[src/rtl/vc_demux4_pipe.sv]
// vc_demux4_pipe: one-to-four val/rdy demultiplexer with a one-entry
// registered buffer per output port. Each buffered payload carries the
// security domain tag it arrived with. Payload and tag are always written
// together on the same edge.
module vc_demux4_pipe #(
    parameter int unsigned p_nbits = 32
) (
    input  logic               clk,
    input  logic               reset,
    input  logic               in_val,
    output logic               in_rdy,
    input  logic [1:0]         in_sel,
    input  logic               in_domain,
    input  logic [p_nbits-1:0] in_msg,
    output logic [3:0]         out_val,
    input  logic [3:0]         out_rdy,
    output logic [3:0]         out_domain,
    output logic [p_nbits-1:0] out_msg0,
    output logic [p_nbits-1:0] out_msg1,
    output logic [p_nbits-1:0] out_msg2,
    output logic [p_nbits-1:0] out_msg3
);

    logic [3:0]         full_q;
    logic [3:0]         full_d;
    logic [3:0]         dom_q;
    logic [3:0]         dom_d;
    logic [p_nbits-1:0] msg_q [4];
    logic [p_nbits-1:0] msg_d [4];
    logic [3:0]         sel_onehot_s;
    logic               fire_s;

    // Ready for the selected port: it is empty or is draining this cycle.
    // An undefined select falls to the default so in_rdy stays a clean 0.
    always_comb begin
        in_rdy = 1'b0;
        case (in_sel)
            2'd0:    in_rdy = ~full_q[0] | out_rdy[0];
            2'd1:    in_rdy = ~full_q[1] | out_rdy[1];
            2'd2:    in_rdy = ~full_q[2] | out_rdy[2];
            2'd3:    in_rdy = ~full_q[3] | out_rdy[3];
            default: in_rdy = 1'b0;
        endcase
    end

    // One-hot decode of the destination port.
    always_comb begin
        sel_onehot_s = 4'b0000;
        case (in_sel)
            2'd0:    sel_onehot_s = 4'b0001;
            2'd1:    sel_onehot_s = 4'b0010;
            2'd2:    sel_onehot_s = 4'b0100;
            2'd3:    sel_onehot_s = 4'b1000;
            default: sel_onehot_s = 4'b0000;
        endcase
    end

    assign fire_s = in_val & in_rdy;

    // Per-port next state. A fill wins over a drain, which gives the
    // bubble-free replace. A drain alone only clears the full flag, so the
    // payload and tag hold their last values.
    always_comb begin
        full_d = full_q;
        dom_d  = dom_q;
        for (int i = 0; i < 4; i++) begin
            msg_d[i] = msg_q[i];
        end
        for (int i = 0; i < 4; i++) begin
            if (fire_s && sel_onehot_s[i]) begin
                full_d[i] = 1'b1;
                msg_d[i]  = in_msg;
                dom_d[i]  = in_domain;
            end else if (full_q[i] && out_rdy[i]) begin
                full_d[i] = 1'b0;
            end else begin
                full_d[i] = full_q[i];
            end
        end
    end

    // State registers. Reset discards buffered data and any same-cycle fill.
    always_ff @(posedge clk) begin
        if (reset) begin
            full_q <= 4'b0000;
            dom_q  <= 4'b0000;
            for (int i = 0; i < 4; i++) begin
                msg_q[i] <= {p_nbits{1'b0}};
            end
        end else begin
            full_q <= full_d;
            dom_q  <= dom_d;
            for (int i = 0; i < 4; i++) begin
                msg_q[i] <= msg_d[i];
            end
        end
    end

    assign out_val    = full_q;
    assign out_domain = dom_q;
    assign out_msg0   = msg_q[0];
    assign out_msg1   = msg_q[1];
    assign out_msg2   = msg_q[2];
    assign out_msg3   = msg_q[3];

endmodule

[config.mk]
export PLATFORM = sky130hd
export DESIGN_NAME = vc_demux4_pipe
export DESIGN_NICKNAME = d
export VERILOG_FILES = /design/src/rtl/vc_demux4_pipe.sv
export SDC_FILE = /design/constraint.sdc
export NUM_CORES = 1
export LEC_CHECK = 0
export CORE_ASPECT_RATIO = 1.1
export CORE_MARGIN = 1.5
export CORE_UTILIZATION = 35
export DETAILED_ROUTE_END_ITERATION = 10
export GPL_ROUTABILITY_DRIVEN = 0
export GPL_TIMING_DRIVEN = 0
export PLACE_DENSITY = 0.66
export SYNTH_ARGS = -nofsm -noshare
export SYNTH_HDL_FRONTEND = slang
export SYNTH_SLANG_ARGS = --single-unit
[constraint.sdc]
create_clock -name clk -period 2.5 [get_ports clk]
set_input_delay 0.25 -clock clk [delete_from_list [all_inputs] [get_ports clk]]
set_output_delay 0.25 -clock clk [all_outputs]
set_load 0.01 [all_outputs]
==> results list <==
* Worst-case hold slack: 0.169 ns
- Hold path startpoint: in_sel[1]
- Derived from the worst setup path, the maximum achievable clock frequency is 0.489 GHz.
* Critical path startpoint: out_rdy[1]
- The Yosys step of the flow raised 0 warnings.
- The number of antenna diodes in the final layout is 0.
- After synthesis the cells add up to 5410 sq um.
- Gate count after technology mapping: 487
- Total setup buffers inserted after CTS: 0
- For this design the top-level I/O count stands at 179.
- After clock tree synthesis, the clock-pin slew on the worst setup and hold paths is 0.05 ns.
- In this run the vertical extent of the chip is 133 um.
- For this run the aggregate overflow at the end of global routing stands at 0.
- Row generation in the floorplan step produced 47 rows.
- Summed over all failing endpoints, the final setup total negative slack is 0 ns.
- Setup violations remaining at the end of the flow were counted as 0.
- Total GRT Usage: between 10% and 20%
- Initial Utilization: between 30% and 40%
* Startpoint of the lowest-slack register-to-register path: out_val[1]$_SDFFE_PP0P_
- H-tree depth: 4
* Setup CP Type: in -> out
- Post-detailed-placement half-perimeter wirelength: 11.0 mm
* Final Max Tran Viols: 0
* WL final: between 15 and 20 mm
- Max Root-Sink Buffers: 2
- The later pin in the worst-skew pair is clocked with a latency of 0.41 ns.
- Data required time of the worst path: 2.25 ns
- After detailed routing, the number of remaining DRC violations is 0.
* Part of the cycle the worst path needs: a little over 80%
* Worst Tran Pin Value: roughly 0.65 ns
- Number of placed cells counting well taps: 859
- After clock tree synthesis, the repair step resized 0 gates.
* Filler cell count: 1364
* Post-Route Utilization: between 50% and 60%
* Number of search-and-repair iterations in the first detailed-routing pass: 6
* Buffer cell driving the clock tree root: clkbuf_16
- Sequential cells were found to cover 50.4% of the synthesized design area.
* Setup clock skew after layout: between 0.004 and 0.005 ns
* Post-route insts no fill: just under 900
- The net count of the finished layout is 724.
- Yosys mapped the design onto 17 distinct sky130hd cell types.
* Maximum number of pins on one net before global-route repair: 17
- Routed via count: 4104
- Worst VDD drop: ~0.42 mV
* Number of global-route vias before repair: 4303
- Ratio of cells with drive above 1 in the final layout: 6.76%
- STA classifies the critical path endpoint as a primary output.
- Die Wd: 122 um
* Biggest fanout along the worst timing path: 2
* Clock sink count: 136
* Hold crit path type: in -> reg
- RSZ-0062 raised after global routing: no
* Wire length per cell after detailed routing: 17.0 um
- Area overhead of the layout relative to synthesis: 48.9%
* Data arrival at the endpoint of the critical path: 1.79 ns
- Headroom to the max-slew limit came out at 56.7%.
- # port buffers: 176
- Power density over the cells: 686 nW/um^2
* Crit start category: primary input
- Number of buffers inserted during clock tree synthesis: 17
- The floorplan step defined a core boundary enclosing 15100 sq um.
- In this run, the number of DRC markers left after iteration 0 of detailed routing was 136.
* FF+latch count, synth: 136
* Antenna violation net count after detailed routing: 0
- Number of antenna violations at the first check in global routing: 0
- Result of the run: finished, final reports clean
- TritonCTS built the clock tree.
- Total of hold buffers inserted after clock tree synthesis: 0
- The die covers roughly 16000 sq um.
- Mean Syn Cell Area: roughly 11 sq um
- Counting every net in the synthesized netlist gives 529.
- Final Hold Violating Endpoints: 0
- Leakage: 3.42 nW
- Mean number of vias per cell: between 4 and 5
* First-pass GRT wire length: ~24 mm
* Max_cap viols: 0
* Minimum period implied by the final worst setup slack: 2.04 ns
[per-stage QoR]
stage          total power, mW  setup slack, ns  area, sq um
6_report                  5.52            0.456         8050
5_1_grt                   5.71            0.397         8050
4_1_cts                   5.58            0.438         8050
3_5_place_dp              2.89            0.409         7410
3_3_place_gp              2.88            0.449         7410
2_1_floorplan             2.59             1.14         5410
[path summary, 6_finish.rpt]
kind	to	slack, ns	depth (start not counted)
worst max register to register	msg_q[1][20]$_SDFFE_PP0P_	0.91	5
worst min register to register	msg_q[1][5]$_SDFFE_PP0P_	0.47	2
worst max-delay path	in_rdy	0.46	4
worst min-delay path	out_val[3]$_SDFFE_PP0P_	0.17	3
[cell type report]
| cell class | instances | area (sq um) | area share (%) |
|---|---|---|---|
| sequential | 136 | 2720 | 33.8 |
| multi-input combinational | 317 | 2500 | 31.0 |
| timing repair buffer | 176 | 1760 | 21.9 |
| clock buffer | 25 | 495 | 6.16 |
| tap | 196 | 245 | 3.05 |
| buffer | 34 | 185 | 2.30 |
| clock inverter | 7 | 139 | 1.73 |
[Yosys cell counts]
master	instances	share of area [%]
buf_6	4	0.83
nor3_1	1	0.092
nand2b_4	1	0.25
nand4b_1	1	0.16
buf_4	5	0.69
a21oi_1	4	0.37
buf_2	7	0.65
nand2_1	1	0.069
dfxtp_1	136	50
nor3_2	1	0.19
mux4_2	1	0.42
nand2b_1	170	20
or3_1	2	0.23
nor2b_1	2	0.23
nand3_1	1	0.092
clkbuf_1	18	1.2
mux2i_1	132	24
[routing by layer]
layer / track usage, % / up-vias / wire [um]
met1: 22.6 / 1981 / 6380
met5: 0 / - / 0
li1: - / 1994 / -
met2: 33.8 / 111 / 7730
met3: 5.78 / 18 / 867
met4: 6.27 / 0 / 197
[power breakdown]
part / leakage (nW) / total, mW / switching [mW] / internal (mW)
clock network: 0.311 / 2.68 / 0.902 / 1.78
registers: 1.11 / 2.29 / 0.0435 / 2.25
logic: 2.01 / 0.550 / 0.241 / 0.309
[worst max-delay path, stage by stage]
cell	delay (ns)
clkdlybuf4s50_1	0.43
nand2b_1	0.17
mux4_2	0.45
clkdlybuf4s50_1	0.49
[cells in the final DEF, fill, tap and decap left out]
| cell | count |
|---|---|
| clkbuf_8 | 4 |
| or3_1 | 2 |
| nor3_1 | 1 |
| bufinv_16 | 4 |
| clkinv_2 | 2 |
| nand2_1 | 1 |
| mux2i_1 | 132 |
| nand2b_4 | 1 |
| nand4b_1 | 1 |
| dfxtp_1 | 136 |
| a21oi_1 | 4 |
| clkbuf_16 | 17 |
| nand2b_1 | 170 |
| nor2b_1 | 2 |
| mux4_2 | 1 |
| clkbuf_1 | 22 |
| clkdlybuf4s50_1 | 176 |
| clkinv_4 | 1 |
| buf_4 | 5 |
| buf_2 | 7 |
| nor3_2 | 1 |
| nand3_1 | 1 |
| buf_6 | 4 |
[logic make-up after synthesis]
| family | Yosys count | share of synthesized area (%) |
|---|---|---|
| AND/OR/NAND/NOR | 180 | 21.0 |
| buffers and inverters | 34 | 3.42 |
| multiplexers | 133 | 24.9 |
| flip-flops | 136 | 50.4 |
| AO/OA/AOI/OAI | 4 | 0.370 |
[registers in the layout, summed over array words and instances, names as in the netlist]
| signal | flops |
|---|---|
| msg_q | 128 |
| out_val | 4 |
| out_domain | 4 |
Note: power is estimated with default switching activity, not from simulation.
